`config.mk`:
```
export PLATFORM = sky130hd
export DESIGN_NAME = mem_stage_lsu_flat
export DESIGN_NICKNAME = d
export VERILOG_FILES = /design/src/rtl/mem_stage_lsu_if.sv /design/src/rtl/mem_stage_lsu.sv /design/src/flat_wrapper.sv
export SDC_FILE = /design/constraint.sdc
export NUM_CORES = 1
export LEC_CHECK = 0
export CAP_MARGIN = 20
export CORE_MARGIN = 1
export CORE_UTILIZATION = 47
export CTS_CLUSTER_DIAMETER = 30
export DETAILED_ROUTE_END_ITERATION = 8
export PLACE_DENSITY = 0.87
export SYNTH_ARGS = -nofsm -noshare
export SYNTH_HDL_FRONTEND = slang
export SYNTH_SLANG_ARGS = --single-unit
```
`constraint.sdc`:
```
create_clock -name clk -period 6.19 [get_ports clk]
set_clock_uncertainty 0.15 [all_clocks]
set_input_delay 1.5475 -clock clk [delete_from_list [all_inputs] [get_ports clk]]
set_output_delay 1.5475 -clock clk [all_outputs]
set_load 0.03 [all_outputs]
```
`src/rtl/mem_stage_lsu_if.sv`:
```
// MEM-stage LSU port bundle: EX/MEM instruction fields, data-memory req/ack bus, stall/result back to the pipe.
// The master side is the LSU itself; the slave side is the surrounding pipeline and memory.
interface mem_stage_lsu_if;
   logic        flush;
   logic        i_valid;
   logic        i_LD_ready;
   logic        i_SD_ready;
   logic [2:0]  i_funct3;
   logic [31:0] i_addr;
   logic [31:0] i_store_data;
   logic        o_dmem_req;
   logic        o_dmem_we;
   logic [31:0] o_dmem_addr;
   logic [31:0] o_dmem_wdata;
   logic [3:0]  o_dmem_be;
   logic        i_dmem_ack;
   logic [31:0] i_dmem_rdata;
   logic        o_stall;
   logic [31:0] o_data_mem_loaded;
   logic        o_done;
   logic        o_fault;

   modport master (
      input  flush, i_valid, i_LD_ready, i_SD_ready, i_funct3, i_addr, i_store_data,
      input  i_dmem_ack, i_dmem_rdata,
      output o_dmem_req, o_dmem_we, o_dmem_addr, o_dmem_wdata, o_dmem_be,
      output o_stall, o_data_mem_loaded, o_done, o_fault
   );

   modport slave (
      output flush, i_valid, i_LD_ready, i_SD_ready, i_funct3, i_addr, i_store_data,
      output i_dmem_ack, i_dmem_rdata,
      input  o_dmem_req, o_dmem_we, o_dmem_addr, o_dmem_wdata, o_dmem_be,
      input  o_stall, o_data_mem_loaded, o_done, o_fault
   );
endinterface

```
`src/rtl/mem_stage_lsu.sv`:
```
// MEM-stage load/store unit: one req/ack data-memory access per instruction, min 3 cycles (accept, BUSY, DONE).
// Stalls the upstream pipe while the access is outstanding; bad accesses fault without a bus request.
module mem_stage_lsu #(
   parameter int TIMEOUT_CYCLES = 0
) (
   input  logic           clk,
   input  logic           rst,
   mem_stage_lsu_if.master bus
);
   typedef enum logic [1:0] {IDLE, BUSY, DONE} state_t;

   localparam logic [15:0] CNT_LAST = 16'(TIMEOUT_CYCLES - 1);

   state_t      state, state_nxt;
   logic        mem_op, misalign, bad_f3, start_bad, start_ok, expire;
   logic [3:0]  be_nxt;
   logic [31:0] wdata_nxt, ext, byte_sh;
   logic [15:0] half;
   logic [15:0] cnt;
   logic        kill, fault_q, we_q;
   logic [31:0] addr_q, wdata_q, loaded_q;
   logic [3:0]  be_q;
   logic [2:0]  f3_q;
   logic [1:0]  lo_q;

   // Start decode and store lane steering from the live EX/MEM fields
   always_comb begin
      mem_op   = bus.i_valid & (bus.i_LD_ready | bus.i_SD_ready) & ~bus.flush;
      misalign = 1'b0;
      case (bus.i_funct3[1:0])
         2'd1:    misalign = bus.i_addr[0];
         2'd2:    misalign = (bus.i_addr[1:0] != 2'd0);
         default: misalign = 1'b0;
      endcase
      if (bus.i_LD_ready)
         bad_f3 = (bus.i_funct3 == 3'd3) | (bus.i_funct3 >= 3'd6);
      else
         bad_f3 = (bus.i_funct3 >= 3'd3);
      start_bad = mem_op & ((bus.i_LD_ready & bus.i_SD_ready) | bad_f3 | misalign);
      start_ok  = mem_op & ~start_bad;

      be_nxt    = 4'hF;
      wdata_nxt = bus.i_store_data;
      if (bus.i_SD_ready) begin
         case (bus.i_funct3[1:0])
            2'd0: begin
               be_nxt    = 4'b0001 << bus.i_addr[1:0];
               wdata_nxt = {4{bus.i_store_data[7:0]}};
            end
            2'd1: begin
               be_nxt    = bus.i_addr[1] ? 4'b1100 : 4'b0011;
               wdata_nxt = {2{bus.i_store_data[15:0]}};
            end
            default: begin
               be_nxt    = 4'hF;
               wdata_nxt = bus.i_store_data;
            end
         endcase
      end
   end

   // Load extension uses the offset and funct3 captured at accept time
   always_comb begin
      byte_sh = bus.i_dmem_rdata >> {lo_q, 3'b000};
      half    = lo_q[1] ? bus.i_dmem_rdata[31:16] : bus.i_dmem_rdata[15:0];
      case (f3_q)
         3'd0:    ext = {{24{byte_sh[7]}}, byte_sh[7:0]};
         3'd4:    ext = {24'd0, byte_sh[7:0]};
         3'd1:    ext = {{16{half[15]}}, half};
         3'd5:    ext = {16'd0, half};
         default: ext = bus.i_dmem_rdata;
      endcase
   end

   // An ack on the expiry cycle takes priority over the timeout
   assign expire = (TIMEOUT_CYCLES != 0) && (cnt == CNT_LAST) && !bus.i_dmem_ack;

   always_ff @(posedge clk) begin
      if (rst) state <= IDLE;
      else     state <= state_nxt;
   end

   always_comb begin
      state_nxt = state;
      case (state)
         IDLE: if (start_ok) state_nxt = BUSY;
         BUSY: begin
            if (bus.i_dmem_ack)  state_nxt = (kill | bus.flush) ? IDLE : DONE;
            else if (expire)     state_nxt = IDLE;
         end
         DONE:    state_nxt = IDLE;
         default: state_nxt = IDLE;
      endcase
   end

   always_comb begin
      bus.o_dmem_req        = (state == BUSY);
      bus.o_stall           = (state == BUSY) | ((state == IDLE) & start_ok);
      bus.o_done            = (state == DONE) & ~bus.flush;
      bus.o_fault           = fault_q;
      bus.o_dmem_we         = we_q;
      bus.o_dmem_addr       = addr_q;
      bus.o_dmem_wdata      = wdata_q;
      bus.o_dmem_be         = be_q;
      bus.o_data_mem_loaded = loaded_q;
   end

   always_ff @(posedge clk) begin
      if (rst) begin
         cnt      <= '0;
         kill     <= 1'b0;
         fault_q  <= 1'b0;
         we_q     <= 1'b0;
         addr_q   <= '0;
         wdata_q  <= '0;
         be_q     <= '0;
         f3_q     <= '0;
         lo_q     <= '0;
         loaded_q <= '0;
      end else begin
         fault_q <= ((state == IDLE) & start_bad) | ((state == BUSY) & expire);
         if (state == IDLE && start_ok) begin
            we_q    <= bus.i_SD_ready;
            addr_q  <= {bus.i_addr[31:2], 2'b00};
            wdata_q <= wdata_nxt;
            be_q    <= be_nxt;
            f3_q    <= bus.i_funct3;
            lo_q    <= bus.i_addr[1:0];
            cnt     <= '0;
            kill    <= 1'b0;
         end
         if (state == BUSY) begin
            cnt <= cnt + 16'd1;
            if (bus.flush) kill <= 1'b1;
            if (bus.i_dmem_ack && !kill && !bus.flush && !we_q) loaded_q <= ext;
         end
      end
   end
endmodule

```
`src/flat_wrapper.sv`:
```
// flat-port wrapper written by rule: the top's interface ports become plain ports
module mem_stage_lsu_flat 
#(
   parameter int TIMEOUT_CYCLES = 0
)
  (clk, rst, bus_flush, bus_i_valid, bus_i_LD_ready, bus_i_SD_ready, bus_i_funct3, bus_i_addr, bus_i_store_data, bus_i_dmem_ack, bus_i_dmem_rdata, bus_o_dmem_req, bus_o_dmem_we, bus_o_dmem_addr, bus_o_dmem_wdata, bus_o_dmem_be, bus_o_stall, bus_o_data_mem_loaded, bus_o_done, bus_o_fault);
  mem_stage_lsu_if bus_i ();
  input  logic clk;
  input  logic rst;
  input wire logic [$bits(bus_i.flush)-1:0] bus_flush;
  input wire logic [$bits(bus_i.i_valid)-1:0] bus_i_valid;
  input wire logic [$bits(bus_i.i_LD_ready)-1:0] bus_i_LD_ready;
  input wire logic [$bits(bus_i.i_SD_ready)-1:0] bus_i_SD_ready;
  input wire logic [$bits(bus_i.i_funct3)-1:0] bus_i_funct3;
  input wire logic [$bits(bus_i.i_addr)-1:0] bus_i_addr;
  input wire logic [$bits(bus_i.i_store_data)-1:0] bus_i_store_data;
  input wire logic [$bits(bus_i.i_dmem_ack)-1:0] bus_i_dmem_ack;
  input wire logic [$bits(bus_i.i_dmem_rdata)-1:0] bus_i_dmem_rdata;
  output wire logic [$bits(bus_i.o_dmem_req)-1:0] bus_o_dmem_req;
  output wire logic [$bits(bus_i.o_dmem_we)-1:0] bus_o_dmem_we;
  output wire logic [$bits(bus_i.o_dmem_addr)-1:0] bus_o_dmem_addr;
  output wire logic [$bits(bus_i.o_dmem_wdata)-1:0] bus_o_dmem_wdata;
  output wire logic [$bits(bus_i.o_dmem_be)-1:0] bus_o_dmem_be;
  output wire logic [$bits(bus_i.o_stall)-1:0] bus_o_stall;
  output wire logic [$bits(bus_i.o_data_mem_loaded)-1:0] bus_o_data_mem_loaded;
  output wire logic [$bits(bus_i.o_done)-1:0] bus_o_done;
  output wire logic [$bits(bus_i.o_fault)-1:0] bus_o_fault;
  assign bus_i.flush = bus_flush;
  assign bus_i.i_valid = bus_i_valid;
  assign bus_i.i_LD_ready = bus_i_LD_ready;
  assign bus_i.i_SD_ready = bus_i_SD_ready;
  assign bus_i.i_funct3 = bus_i_funct3;
  assign bus_i.i_addr = bus_i_addr;
  assign bus_i.i_store_data = bus_i_store_data;
  assign bus_i.i_dmem_ack = bus_i_dmem_ack;
  assign bus_i.i_dmem_rdata = bus_i_dmem_rdata;
  assign bus_o_dmem_req = bus_i.o_dmem_req;
  assign bus_o_dmem_we = bus_i.o_dmem_we;
  assign bus_o_dmem_addr = bus_i.o_dmem_addr;
  assign bus_o_dmem_wdata = bus_i.o_dmem_wdata;
  assign bus_o_dmem_be = bus_i.o_dmem_be;
  assign bus_o_stall = bus_i.o_stall;
  assign bus_o_data_mem_loaded = bus_i.o_data_mem_loaded;
  assign bus_o_done = bus_i.o_done;
  assign bus_o_fault = bus_i.o_fault;
  mem_stage_lsu #(.TIMEOUT_CYCLES(TIMEOUT_CYCLES)) u_core (.clk(clk), .rst(rst), .bus(bus_i));
endmodule
```
==> flow_summary.json, run 1 <==
{
  "worst_setup_path_start_kind": "input port",
  "wl_mm": 18.2,
  "route.detailed.drc": 0,
  "core_area_mm2": 0.0109,
  "finalCritPeriodShare_pct": 89.3,
  "initial_core_util_pct": 48.5,
  "hold_class": "reg2reg",
  "r2r-start": "u_core.state[1]",
  "relSlewSlack_pct": 26.0,
  "vdd_drop_max_uv": 131,
  "cts_tree": "done",
  "synth_area_mm2": 0.00530,
  "drv_slew": 0,
  "synth_edf_count": 0,
  "rrSetupSlack_ns": 3.38,
  "cts_hold_buf": 0,
  "first_pass_iters": 5,
  "vias_per_cell": 6.31,
  "grt_max_degree": 89,
  "yosys_warnings": 0,
  "die_x_um": 108,
  "outcome": "finished clean",
  "synth_common_cells": "dfxtp_1, a21oi_1, o31ai_1",
  "num_antenna_cells": 0,
  "cts-root-buf": "clkbuf_16",
  "port_buffers": 208,
  "dpl.hpwl_mm": 12.2,
  "cts_max_path_buffers": 2,
  "seq_area_frac_synth_pct": 40.8,
  "grt_overflow_total": 0,
  "ys_ff_latch": 108,
  "yosys-top-cells-area": "dfxtp_1, o31ai_1, a21oi_1",
  "grt_usage_pct": 30.6,
  "crit_chain": "clkdlybuf4s50_1 -> ha_1 -> nor3_1 -> a32o_2 -> nand3_1 -> nand2_1 -> clkdlybuf4s50_1",
  "rsz0062_at_grt": "false",
  "dieArea_mm2": 0.0117,
  "row_count": 38,
  "setup_tns_ns": 0,
  "syn-instance-count": 624,
  "cts_buffers": 9,
  "yosysMostFrequentCell": "dfxtp_1",
  "hold_ws_ns": 0.323,
  "clkTransAtPathRegs_ns": 0.07,
  "holdPathEnd": "u_core.bus.o_dmem_addr[25]",
  "gp_congestion": 0.898,
  "multiInputGateArea_mm2": 0.00274,
  "fillers": 866,
  "worstRegToRegCells": 6,
  "antenna_found_initial": 0,
  "h-tree-depth": 3,
  "min_period_ns": 5.53,
  "cp_top_family": "buffers and inverters",
  "post_drt_wl_per_cell_um": 19.7,
  "critPathArrivalTime_ns": 3.83,
  "first_iter_violations": 489,
  "fin_nets": 888,
  "post_cts_resized": 0,
  "power.density_mw_per_mm2": 208,
  "synth_cell_type_count": 52,
  "setup_violations": 0,
  "crit_type": "in2out",
  "drv_cap": 0,
  "yosys.area.top_type": "dfxtp_1",
  "cts_sinks": 108,
  "grt_pass1_wl_mm": 28.4,
  "path_max_fanout": 6,
  "crit_top_cell": "clkdlybuf4s50_1",
  "hold_start": "u_core.bus.o_dmem_addr[25]",
  "area_growth_pct": 43.7,
  "critPathBufInv": 2,
  "critPathMaxStageDelay_ns": 0.68,
  "antenna_left": 0,
  "fmax_mhz": 181,
  "drive_above_1_share_pct": 6.14,
  "hold_viol": 0,
  "cp.required_ns": 4.49,
  "cp_slowest_cell": "clkdlybuf4s50_1",
  "die_h_um": 108,
  "power.leakage_nw": 2.59,
  "syn_area_per_cell_um2": 8.49,
  "seq_area_mm2": 0.00216,
  "synth_top_area_share_pct": 40.8,
  "vias": 5819,
  "worst_setup_path_end_kind": "output pin",
  "hold_depth": 2,
  "cts_setup_buffers": 0,
  "ios": 211,
  "reg2reg_to": "u_core.bus.o_dmem_be[1]",
  "path_depth": 7,
  "synth_ff_type": "dfxtp_1",
  "clk_latency_ns": 0.34,
  "worstMarginPinSlew_ns": 1.11,
  "async_reset_ff_share_pct": 0,
  "grt_pass1_vias": 5616
}
[worst register-to-register path, cell delays in order (launching register included)]
cell      delay [ns]
dfxtp_1         0.34
nor4b_1         0.44
buf_4           0.21
o21ai_4         0.12
buf_12          0.22
nor3_4          0.91
a311oi_1        0.24
[report_power, final]
| part | leakage, nW | internal [W] | switching [W] |
|---|---|---|---|
| registers | 0.873 | 0.000709 | 0.0000111 |
| clock network | 0.140 | 0.000323 | 0.000245 |
| logic | 1.58 | 0.000128 | 0.000169 |
[worst max path at each step]
stage	from	to	slack, ns
finish	bus_i_funct3[1]	bus_o_stall	0.66
global route	bus_i_funct3[1]	bus_o_stall	0.55
CTS	bus_i_funct3[1]	bus_o_stall	0.66
detailed placement	bus_i_funct3[1]	bus_o_stall	0.68
global placement	bus_i_funct3[1]	bus_o_stall	0.79
floorplan	bus_i_funct3[1]	bus_o_stall	1.53
[sequential cells by signal, summed over array words and instances (netlist names), 2 cells and up]
name / count
u_core.bus.o_dmem_wdata: 32
u_core.bus.o_dmem_addr: 30
u_core.bus.o_dmem_be: 4
u_core.f3_q: 3
u_core.state: 2
u_core.bus.o_data_mem_loaded: 32
u_core.lo_q: 2
[layer usage]
metal  up-vias  share of wire [%]  GRT usage [%]
li1       2674                  -              -
met1      2800                 40           37.4
met2       310                 48           50.0
met3        35                 10           9.52
met4         0                2.2           11.8
met5         -                  0              0
[logic make-up (layout without fill, tap and decap cells)]
group	Yosys count	in the layout	synth area share (%)
other	1	2	0.0708
buffers and inverters	100	257	8.24
AND/OR/NAND/NOR	136	136	13.7
AO/OA/AOI/OAI	256	256	32.5
multiplexers	19	19	3.78
adder cells (fa/ha/maj)	4	4	0.945
flip-flops	108	108	40.8
[metrics by stage]
stage	worst slack (ns)	power, W	instance area (um^2)	instances	utilization [%]
after floorplan	1.53	0.000889	5300	625	-
after global placement	0.786	0.00102	7300	905	66.7
after detailed placement	0.685	0.00102	7310	906	66.8
after CTS	0.662	0.00159	7590	921	69.4
after global routing	0.548	0.00163	7610	922	69.6
final	0.664	0.00158	7610	922	69.6
[cell usage in the layout (no fill, tap or decap), types with 24 or more instances in the layout]
| cell | n |
|---|---|
| inv_1 | 24 |
| a211oi_1 | 28 |
| nand4_1 | 44 |
| clkdlybuf4s50_1 | 207 |
| o21ai_0 | 28 |
| dfxtp_1 | 108 |
| a31oi_1 | 29 |
| nand2_1 | 43 |
| a21oi_1 | 67 |
| o31ai_1 | 45 |
[area by class of cell]
type,count,area share [%]
repair buffers,217,28.4
well taps,140,2.30
flip-flops and latches,108,28.4
clock buffers,13,3.29
clock inverters,2,0.460
multi-input cells,417,35.9
inverters,25,1.23
(Power assumes the default switching activity.)
==> inputs of run 2 (changes only) <==
--- a/config.mk
+++ b/config.mk
@@ -7,10 +7,10 @@
 export LEC_CHECK = 0
 export CAP_MARGIN = 20
 export CORE_MARGIN = 1
-export CORE_UTILIZATION = 47
+export CORE_UTILIZATION = 40
 export CTS_CLUSTER_DIAMETER = 30
 export DETAILED_ROUTE_END_ITERATION = 8
-export PLACE_DENSITY = 0.87
+export PLACE_DENSITY = 0.79
 export SYNTH_ARGS = -nofsm -noshare
 export SYNTH_HDL_FRONTEND = slang
 export SYNTH_SLANG_ARGS = --single-unit
==> constraint.sdc (replaced) <==
create_clock -name clk -period 4.7 [get_ports clk]
set_clock_uncertainty 0.15 [all_clocks]
set_input_delay 1.175 -clock clk [delete_from_list [all_inputs] [get_ports clk]]
set_output_delay 1.175 -clock clk [all_outputs]
set_load 0.03 [all_outputs]
==> flow_summary.json, run 2 (synthesis results as in run 1) <==
{
  "outcome": "finished clean",
  "port_buffers": 208,
  "grt_max_degree": 74,
  "dieArea_mm2": 0.0137,
  "seq_area_mm2": 0.00216,
  "final_cell_mix": "clkdlybuf4s50_1, dfxtp_1, a21oi_1",
  "highest_layer": "met4",
  "cts_max_path_buffers": 2,
  "drv_slew": 0,
  "grt_pass1_wl_mm": 28.0,
  "core_area_mm2": 0.0128,
  "cts_sinks": 108,
  "fmax_mhz": 239,
  "fin_nets": 890,
  "wl_met1_mm": 7.49,
  "hold_start": "u_core.bus.o_dmem_addr[13]",
  "gp_congestion": 0.866,
  "initial_core_util_pct": 41.5,
  "hold_depth": 2,
  "holdPathEnd": "u_core.bus.o_dmem_addr[13]",
  "path_depth": 7,
  "crit_type": "in2out",
  "row_count": 41,
  "cts-root-buf": "clkbuf_16",
  "multiInputGateArea_mm2": 0.00274,
  "wl_met3_mm": 1.64,
  "cts_setup_buffers": 0,
  "drv_cap": 0,
  "critPathBufInv": 2,
  "worst_setup_path_start_kind": "input port",
  "worst_setup_path_end_kind": "output pin",
  "ios": 211,
  "fillers": 1118,
  "num_antenna_cells": 0,
  "first_pass_iters": 5,
  "clkTransAtPathRegs_ns": 0.07,
  "relSlewSlack_pct": 25.8,
  "reg2reg_to": "u_core.bus.o_data_mem_loaded[30]",
  "first_iter_violations": 450,
  "antenna_found_initial": 0,
  "hold_class": "reg2reg",
  "grt_usage_pct": 26.4,
  "wl_mm": 18.3,
  "cts_buffers": 9,
  "power.density_mw_per_mm2": 280,
  "setup_tns_ns": 0,
  "min_period_ns": 4.19,
  "post_cts_resized": 0,
  "critPathMaxStageDelay_ns": 0.51,
  "drive_above_1_share_pct": 6.89,
  "hold_viol": 0,
  "power.leakage_nw": 2.60,
  "rsz0062_at_grt": "false",
  "cp_top_family": "buffers and inverters",
  "hold_ws_ns": 0.321,
  "die_x_um": 117,
  "finalCritPeriodShare_pct": 89.2,
  "antenna_left": 0,
  "vdd_drop_max_uv": 144,
  "rrSetupSlack_ns": 2.23,
  "cp.required_ns": 3.38,
  "crit_chain": "clkdlybuf4s50_1 -> ha_1 -> nor3_1 -> a32o_2 -> nand3_1 -> nand2_1 -> buf_4",
  "h-tree-depth": 3,
  "worstMarginPinSlew_ns": 1.11,
  "grt_overflow_total": 0,
  "critPathArrivalTime_ns": 2.87,
  "post_drt_wl_per_cell_um": 19.1,
  "dpl.hpwl_mm": 12.3,
  "layout_commonest_cell": "clkdlybuf4s50_1",
  "cts_hold_buf": 0,
  "worstRegToRegCells": 4,
  "cts_tree": "done",
  "vias": 5713,
  "wl_met2_mm": 8.75,
  "die_h_um": 117,
  "area_growth_pct": 45.0,
  "path_max_fanout": 6,
  "setup_violations": 0,
  "vias_per_cell": 5.98,
  "clk_latency_ns": 0.35,
  "grt_pass1_vias": 5460,
  "cp_slowest_cell": "clkdlybuf4s50_1",
  "r2r-start": "u_core.lo_q[1]",
  "route.detailed.drc": 0
}
run 2: changes by cell type in the layout (fill, tap and decap cells not counted), sizes merged:
cell / before / now
clkbuf: 13 / 9
bufinv: 1 / 2
clkdlybuf4s50: 207 / 206
clkinv: 1 / 0
buf: 10 / 13
clkinvlp: 0 / 4
run 2: routing by layer:
layer,GRT usage (%),up-vias
li1,-,2674
met1,31.8,2752
met3,7.52,29
met2,44.6,258
met4,10.4,0
met5,0,-
run 2: final cells by class:
class | count | area share (%)
timing repair buffer | 219 | 28.1
clock buffer | 9 | 2.93
sequential | 108 | 28.1
inverter | 25 | 1.22
tap | 172 | 2.80
clock inverter | 6 | 1.17
multi-input combinational | 417 | 35.6
run 2: stage by stage:
step / instances / instance area, um^2 / setup slack [ns] / util [%] / power, W
final: 956 / 7680 / 0.510 / 60.2 / 0.00215
after global routing: 956 / 7680 / 0.388 / 60.2 / 0.00223
after CTS: 956 / 7680 / 0.470 / 60.2 / 0.00217
after detailed placement: 941 / 7370 / 0.475 / 57.7 / 0.00135
after global placement: 940 / 7360 / 0.545 / 57.6 / 0.00134
after floorplan: 625 / 5300 / 0.786 / - / 0.00117
run 2: how the worst max path moves through the flow:
stage | from | endpoint | slack (ns)
floorplan | bus_i_funct3[1] | bus_o_stall | 0.79
detailed placement | bus_i_funct3[1] | bus_o_stall | 0.47
global placement | bus_i_funct3[1] | bus_o_stall | 0.54
global route | bus_i_funct3[1] | bus_o_stall | 0.39
finish | bus_i_funct3[1] | bus_o_stall | 0.51
CTS | bus_i_funct3[1] | bus_o_stall | 0.47
run 2: tightest hold or removal path: cells and delay by family, from the launching register on:
family	cells	cell delay [ns]
flops	1	0.31
compound gates	2	0.12
run 2: power by group:
| group | switching [W] | internal [W] |
|---|---|---|
| registers | 0.0000145 | 0.000934 |
| clock network | 0.000352 | 0.000464 |
| logic | 0.000223 | 0.000167 |
